## config.mk

```make
export PLATFORM = sky130hd
export DESIGN_NAME = instr_fetch
export DESIGN_NICKNAME = d
export VERILOG_FILES = /design/src/rtl/instr_fetch.sv
export SDC_FILE = /design/constraint.sdc
export NUM_CORES = 1
export LEC_CHECK = 0
export CAP_MARGIN = 20
export CORE_UTILIZATION = 28
export CTS_BUF_LIST = sky130_fd_sc_hd__clkbuf_8
export CTS_CLUSTER_DIAMETER = 200
export DETAILED_ROUTE_END_ITERATION = 7
export GPL_TIMING_DRIVEN = 0
export PLACE_DENSITY = 0.56
export SLEW_MARGIN = 20
export SYNTH_ARGS = -nofsm -noshare
export SYNTH_HDL_FRONTEND = slang
export SYNTH_SLANG_ARGS = --single-unit
```

## constraint.sdc

```tcl
create_clock -name clk -period 2.6 [get_ports clk]
set_clock_uncertainty 0.15 [all_clocks]
set_input_delay 0.52 -clock clk [delete_from_list [all_inputs] [get_ports clk]]
set_output_delay 0.52 -clock clk [all_outputs]
set_load 0.05 [all_outputs]
```

## src/rtl/instr_fetch.sv

```systemverilog
// Instruction fetch stage: PC register, single-outstanding imem read, valid/ready handoff to decode.
// Optional IFETCH_STALL_CNT_EN adds a saturating stall_cnt output counting WAIT and back-pressured HOLD cycles.
module instr_fetch #(
  parameter int unsigned         ADDR_W   = 32,
  parameter logic [ADDR_W-1:0]   RESET_PC = '0
) (
  input  logic              clk,
  input  logic              rst_n,
  output logic              imem_req,
  output logic [ADDR_W-1:0] imem_addr,
  input  logic              imem_rvalid,
  input  logic [31:0]       imem_rdata,
  output logic              inst_valid,
  input  logic              inst_ready,
  output logic [31:0]       inst,
  output logic [5:0]        opcode,
  output logic [ADDR_W-1:0] inst_pc,
`ifdef IFETCH_STALL_CNT_EN
  output logic [31:0]       stall_cnt,
`endif
  input  logic              redirect,
  input  logic [ADDR_W-1:0] redirect_pc
);

  localparam logic [1:0] IDLE = 2'd0;
  localparam logic [1:0] REQ  = 2'd1;
  localparam logic [1:0] WAIT = 2'd2;
  localparam logic [1:0] HOLD = 2'd3;

  logic [1:0]        state_q, state_d;
  logic [ADDR_W-1:0] pc_q, pc_d;
  logic              drop_q, drop_d;
  logic [31:0]       inst_q, inst_d;
  logic [ADDR_W-1:0] inst_pc_q, inst_pc_d;
  logic              imem_req_q, imem_req_d;
  logic              inst_valid_q, inst_valid_d;

  // Next-state, PC and capture logic; req/valid are registered from the next state.
  always_comb begin
    state_d   = state_q;
    pc_d      = pc_q;
    drop_d    = drop_q;
    inst_d    = inst_q;
    inst_pc_d = inst_pc_q;
    case (state_q)
      IDLE: state_d = REQ;
      REQ: begin
        state_d = WAIT;
        if (redirect) begin
          pc_d   = redirect_pc;
          drop_d = 1'b1;
        end
      end
      WAIT: begin
        if (imem_rvalid) begin
          if (drop_q || redirect) begin
            drop_d  = 1'b0;
            state_d = REQ;
            if (redirect) pc_d = redirect_pc;
          end else begin
            inst_d    = imem_rdata;
            inst_pc_d = pc_q;
            pc_d      = pc_q + ADDR_W'(1);
            state_d   = HOLD;
          end
        end else if (redirect) begin
          pc_d   = redirect_pc;
          drop_d = 1'b1;
        end
      end
      HOLD: begin
        if (redirect) begin
          pc_d    = redirect_pc;
          state_d = REQ;
        end else if (inst_ready) begin
          state_d = REQ;
        end
      end
      default: state_d = IDLE;
    endcase
    imem_req_d   = (state_d == REQ);
    inst_valid_d = (state_d == HOLD);
  end

  always_ff @(posedge clk or negedge rst_n) begin
    if (!rst_n) begin
      state_q      <= IDLE;
      pc_q         <= RESET_PC;
      drop_q       <= 1'b0;
      inst_q       <= '0;
      inst_pc_q    <= '0;
      imem_req_q   <= 1'b0;
      inst_valid_q <= 1'b0;
    end else begin
      state_q      <= state_d;
      pc_q         <= pc_d;
      drop_q       <= drop_d;
      inst_q       <= inst_d;
      inst_pc_q    <= inst_pc_d;
      imem_req_q   <= imem_req_d;
      inst_valid_q <= inst_valid_d;
    end
  end

  assign imem_req   = imem_req_q;
  assign imem_addr  = pc_q;
  assign inst_valid = inst_valid_q;
  assign inst       = inst_q;
  assign opcode     = inst_q[31:26];
  assign inst_pc    = inst_pc_q;

`ifdef IFETCH_STALL_CNT_EN
  logic [31:0] stall_cnt_q, stall_cnt_d;
  logic        stall_inc_c;

  // Saturating count of memory-wait and decode back-pressure cycles.
  always_comb begin
    stall_inc_c = (state_q == WAIT) ||
                  ((state_q == HOLD) && !inst_ready && !redirect);
    stall_cnt_d = stall_cnt_q;
    if (stall_inc_c && (stall_cnt_q != 32'hFFFF_FFFF)) stall_cnt_d = stall_cnt_q + 32'(1);
  end

  always_ff @(posedge clk or negedge rst_n) begin
    if (!rst_n) stall_cnt_q <= '0;
    else        stall_cnt_q <= stall_cnt_d;
  end

  assign stall_cnt = stall_cnt_q;
`endif

endmodule

```

==> results.yml, run 1 <==
outcome:
  outcome: "completed"
cells_and_area:
  drive_gt1_frac: 0.0757
  mostFrequentLayoutCells: "nand2_1, clkdlybuf4s50_1, dfrtp_1, o21ai_0"
  final_area_um2: 7120
  final_common_cell: "nand2_1"
  diodes: 0
  multi_input_area_um2: 2050
  fin_nets: 805
  fillers: 1652
  seq_area_um2: 2530
  area_delta_synth_final_pct: 46.6
critical_path:
  crit_family: "buffers and inverters"
  end_kind: "primary output"
  crit_fanout: 9
  critPathKind: "register to primary output"
  path_cells: "clkdlybuf4s50_1"
  setup.worst_path.start_class: "register"
  critical_path.max_stage_delay_ns: 0.87
  crit_slowest_cell: "clkdlybuf4s50_1"
  arrival_ns: 1.76
  worstPathRequired_ns: 1.93
  path_buf_inv: 1
sta:
  maxSlewViolCount: 0
  setup_viol: 0
  rsz0062_at_grt: "false"
  post-route-period-util: 0.936
  hold_viol: 0
  fin_ws_ns: 0.167
  fmax_mhz: 411
  worstMarginPinSlew_ns: 0.924
  period_needed_ns: 2.43
  max_slew_margin: 0.380
clock_tree:
  cts_buffers: 9
  cts_tree: "yes"
  clkLatencyLatePin_ns: 0.38
  cts-htree-levels: 3
  clock-sinks: 101
  path_clk_slew_ns: 0.11
  clock_path_buffers: 2
  cts_root_buf: "clkbuf_8"
placement:
  place_area_um2: 6870
  gp_congestion: 0.877
  portBuffers: 171
  pre_cts_ws_ns: -0.539
  dp_hpwl_mm: 11.9
yosys:
  ys_warn_count: 0
  synthDistinctLibCells: 57
  yosys.area_share.adder: 0.00258
  synthSimpleGateAreaFrac: 0.279
  syn_area_um2: 4850
  synth_compound_area_frac: 0.133
  ys.flop_type: "dfrtp_1"
  syn_avg_cell_area_um2: 8.83
  syn_nets: 620
  synthArstFlopShare: 1.00
  synth_top_family_by_area: "simple AND/OR/NAND/NOR gates"
  synth_mux_area_frac: 0.00619
  synth_edf_count: 0
  synthCells: 550
  ys_seq_elements: 101
  yosysSeqAreaShare: 0.521
  synthXorXnorAreaFrac: 0.00180
detailed_routing:
  num_vias: 4735
  drt_first_iter_violations: 257
  viasPerCell: 4.93
  drt-wirelength-per-cell_um: 16.9
  postRouteAntennaNets: 0
  drc: 0
  drt_first_pass_iters: 6
  route.final.wire_length_mm: 16.2
floorplan:
  start_util: 0.290
  dieHeight_um: 134
  coreArea_um2: 16800
  rows: 47
  fp.dieW_um: 134
  die_area_um2: 17900
  io_pins: 173
global_routing:
  grt_pass1_wl_mm: 25.8
  grt_usage: 0.187
  globalRoute.totalOverflow: 0
  antenna_found_initial: 0
  grt_max_degree: 73
  first_global_vias: 4738
hold_path:
  hp-class: "register to register"
pwr:
  ir_drop_v: 0.000779
  p_per_area_nw_per_um2: 1390
  power_mw: 9.91
  p_leak_nw: 3.15
run:
  cap_violations: 0
## synth_stat cells, types with 2 or more instances
| cell type | n | area [um2] |
|---|---|---|
| a211o_1 | 2 | 17.5 |
| a211oi_1 | 4 | 30.0 |
| a21boi_0 | 2 | 15.0 |
| a21o_1 | 2 | 15.0 |
| a21oi_1 | 18 | 90.1 |
| a22oi_1 | 4 | 30.0 |
| a2bb2oi_1 | 2 | 17.5 |
| a311oi_1 | 6 | 52.6 |
| a31oi_1 | 2 | 12.5 |
| a41oi_1 | 2 | 17.5 |
| and2_2 | 2 | 15.0 |
| and3_1 | 4 | 25.0 |
| and4_1 | 5 | 43.8 |
| buf_2 | 10 | 50.1 |
| buf_4 | 7 | 52.6 |
| buf_6 | 3 | 33.8 |
| clkbuf_1 | 14 | 52.6 |
| clkbuf_8 | 4 | 55.1 |
| dfrtp_1 | 101 | 2530 |
| inv_1 | 9 | 33.8 |
| mux2i_1 | 3 | 30.0 |
| nand2_1 | 205 | 769 |
| nand2_2 | 2 | 12.5 |
| nand3_1 | 16 | 80.1 |
| nand4_1 | 11 | 68.8 |
| nor2_1 | 19 | 71.3 |
| nor2b_1 | 2 | 12.5 |
| nor3_1 | 9 | 45.0 |
| nor3b_1 | 2 | 15.0 |
| nor4_1 | 7 | 43.8 |
| nor4_4 | 2 | 42.5 |
| o211ai_1 | 4 | 30.0 |
| o21a_1 | 4 | 30.0 |
| o21ai_0 | 31 | 155 |
| o22ai_1 | 7 | 43.8 |
| or4_1 | 2 | 15.0 |
## kinds of logic after synthesis
logic type,Yosys count
compound gates,100
xor+xnor,1
fa+ha+maj,1
buf+inv,47
flops,101
mux,3
simple gates,297
## metal layers
layer  vias up  global-route usage  share of wire
met5         -                   0              0
met4         0              0.0505          0.012
met3        16              0.0403          0.064
met1      2293               0.248           0.44
li1       2259                   -              -
met2       167               0.308           0.49
## path summary, 6_finish.rpt
kind                               start             to  slack, ns  depth (start not counted)
setup / recovery           imem_addr[26]  imem_addr[26]       0.17                          1
hold / removal                inst_pc[5]     inst_pc[5]       0.33                          2
setup reg to reg            imem_addr[0]  imem_addr[26]       0.18                          6
hold reg to reg               inst_pc[5]     inst_pc[5]       0.33                          2
max in group asynchronous          rst_n       inst[26]       1.21                          3
min in group asynchronous          rst_n  imem_addr[30]       0.43                          2
## final cells by class
| type | instances | share of cell area |
|---|---|---|
| flip-flops and latches | 101 | 0.355 |
| repair buffers | 174 | 0.247 |
| clock buffers | 11 | 0.0213 |
| inverters | 9 | 0.00475 |
| well taps | 220 | 0.0387 |
| plain buffers | 38 | 0.0345 |
| clock inverters | 5 | 0.0105 |
| multi-input cells | 402 | 0.288 |
## per-stage QoR
step / instances / utilization / TNS (ns) / hold WS (ns)
after floorplan: 550 / - / 0 / 0.0744
after global placement: 941 / 0.408 / -339.37 / 0.310
after detailed placement: 942 / 0.410 / -30.67 / 0.270
after CTS: 960 / 0.425 / 0 / 0.341
after global routing: 960 / 0.425 / 0 / 0.357
final: 960 / 0.425 / 0 / 0.333
## what timing repair did
item / 4_1_cts / 5_1_grt
hold buffers: 1 / 0
pin swaps: 0 / 0
resized for setup: 1 / 2
endpoints found under the setup margin: 54 / 1
setup buffers: 1 / 0
hold endpoints to repair: 29 / 0
## power by group
part / switching [mW] / leakage (nW) / internal (mW) / total [mW]
Clock: 0.554 / 0.118 / 0.589 / 1.14
Sequential: 0.654 / 1.26 / 2.26 / 2.91
Combinational: 3.93 / 1.77 / 1.93 / 5.86
Total: 5.14 / 3.15 / 4.78 / 9.91
## flip-flops by register name (all words and copies together), names as in the netlist
register	cells
imem_addr	32
inst	32
inst_pc	32
state_q	2
drop_q	1
imem_req	1
inst_valid	1
Note: power is estimated with default switching activity, not from simulation.
==> run 2: changes to the inputs <==
- GPL_TIMING_DRIVEN: 0 -> unset
==> run 2 against run 1 <==
Against the previous run:
- wire length is 2.5% lower
- non-clock buffer count is 10 lower
- die area stayed put
- critical path type unchanged
==> results.yml, run 2 (synthesized netlist as in run 1, its figures left out) <==
clock_tree:
  cts-htree-levels: 3
  path_clk_slew_ns: 0.09
  clock-sinks: 101
  cts_setup_buffers: 0
  clock_path_buffers: 2
  clkLatencyLatePin_ns: 0.38
  cts_buffers: 9
  cts_root_buf: "clkbuf_8"
  cts_tree: "yes"
  cts_resized: 0
  cts_hold_buf: 1
cells_and_area:
  seq_area_um2: 2530
  fillers: 1639
  area_delta_synth_final_pct: 44.5
  fin_nets: 795
  diodes: 0
  multi_input_area_um2: 2050
  final_common_cell: "nand2_1"
  final_cells: 948
  drive_gt1_frac: 0.0755
  mostFrequentLayoutCells: "nand2_1, clkdlybuf4s50_1, dfrtp_1, o21ai_0, buf_4"
placement:
  dp_cells: 933
  dp_hpwl_mm: 11.6
  portBuffers: 172
  pre_cts_ws_ns: 0.0250
  gp_congestion: 0.844
critical_path:
  arrival_ns: 1.83
  worstRegToRegCells: 6
  critical_path.max_stage_delay_ns: 0.90
  worstPathRequired_ns: 1.93
  crit_slowest_cell: "clkdlybuf4s50_1"
  r2r_slack_ns: 0.30
  crit_family: "buffers and inverters"
  path_cells: "clkdlybuf4s50_1"
  path_buf_inv: 1
  r2r_start: "imem_addr[0]"
  path_depth: 1
  end_kind: "primary output"
  critPathKind: "register to primary output"
  setup.worst_path.start_class: "register"
  crit_fanout: 10
  r2r-end: "imem_addr[30]"
detailed_routing:
  drt-wirelength-per-cell_um: 16.7
  drt_first_iter_violations: 377
  drt_first_pass_iters: 5
  viasPerCell: 4.95
  postRouteAntennaNets: 0
  num_vias: 4695
  drc: 0
  route.final.wire_length_mm: 15.8
floorplan:
  dieHeight_um: 134
  fp.dieW_um: 134
  start_util: 0.290
  coreArea_um2: 16800
  die_area_um2: 17900
  rows: 47
  io_pins: 173
sta:
  setup_tns_ns: 0
  rsz0062_at_grt: "false"
  maxSlewViolCount: 0
  fin_ws_ns: 0.104
  worstMarginPinSlew_ns: 0.604
  post-route-period-util: 0.960
  hold_viol: 0
  max_slew_margin: 0.593
  fmax_mhz: 401
  setup_viol: 0
  period_needed_ns: 2.50
pwr:
  p_per_area_nw_per_um2: 1360
  p_leak_nw: 3.10
  ir_drop_v: 0.000612
  power_mw: 9.56
global_routing:
  first_global_vias: 4704
  grt_pass1_wl_mm: 25.3
  antenna_found_initial: 0
  grt_usage: 0.183
  grt_max_degree: 65
  globalRoute.totalOverflow: 0
hold_path:
  whs_endpoint: "inst[1]"
  hp-class: "register to register"
  min_path_cells: 2
  worstHoldStart: "inst[1]"
run:
  cap_violations: 0
outcome:
  outcome: "completed"
==> run 2: cell count changes in the layout (fill, tap and decap cells not counted), sizes merged <==
cell | previous run | this run
buf | 23 | 30
clkbuf | 29 | 9
bufinv | 2 | 0
clkinvlp | 1 | 0
clkdlybuf4s50 | 170 | 171
clkinv | 0 | 3
==> run 2: worst max-delay path by stage <==
stage,end,start
after detailed placement,imem_addr[18],imem_rvalid
after global placement,imem_addr[23],redirect
final,imem_addr[13],imem_addr[13]
after floorplan,imem_addr[26],imem_addr[0]
after global routing,imem_addr[13],imem_addr[13]
after CTS,imem_addr[13],imem_addr[13]
==> run 2: per-layer routing <==
metal,global-route usage,up-vias,wire length (um)
li1,-,2237,-
met1,0.237,2263,6840
met2,0.295,170,7610
met3,0.0441,25,1010
met4,0.0701,0,348
met5,0,-,0
==> run 2: area by class of cell <==
type,count,share of cell area
clock inverters,5,0.00321
multi-input cells,402,0.292
flip-flops and latches,101,0.360
clock buffers,9,0.0177
inverters,9,0.00481
repair buffers,202,0.283
well taps,220,0.0392
==> run 2: power breakdown <==
part           internal [mW]  switching (mW)  total [mW]
clock                  0.327           0.532       0.859
sequential              2.26           0.781        3.04
combinational           1.89            3.77        5.66
total                   4.47            5.09        9.56
==> run 2: metrics by stage <==
step	hold WS [ns]	area [um2]	util
6_report	0.326	7020	0.419
5_1_grt	0.344	7020	0.419
4_1_cts	0.333	7020	0.419
3_5_place_dp	0.311	6860	0.409
3_3_place_gp	0.310	6860	0.409
2_1_floorplan	0.0744	4850	-
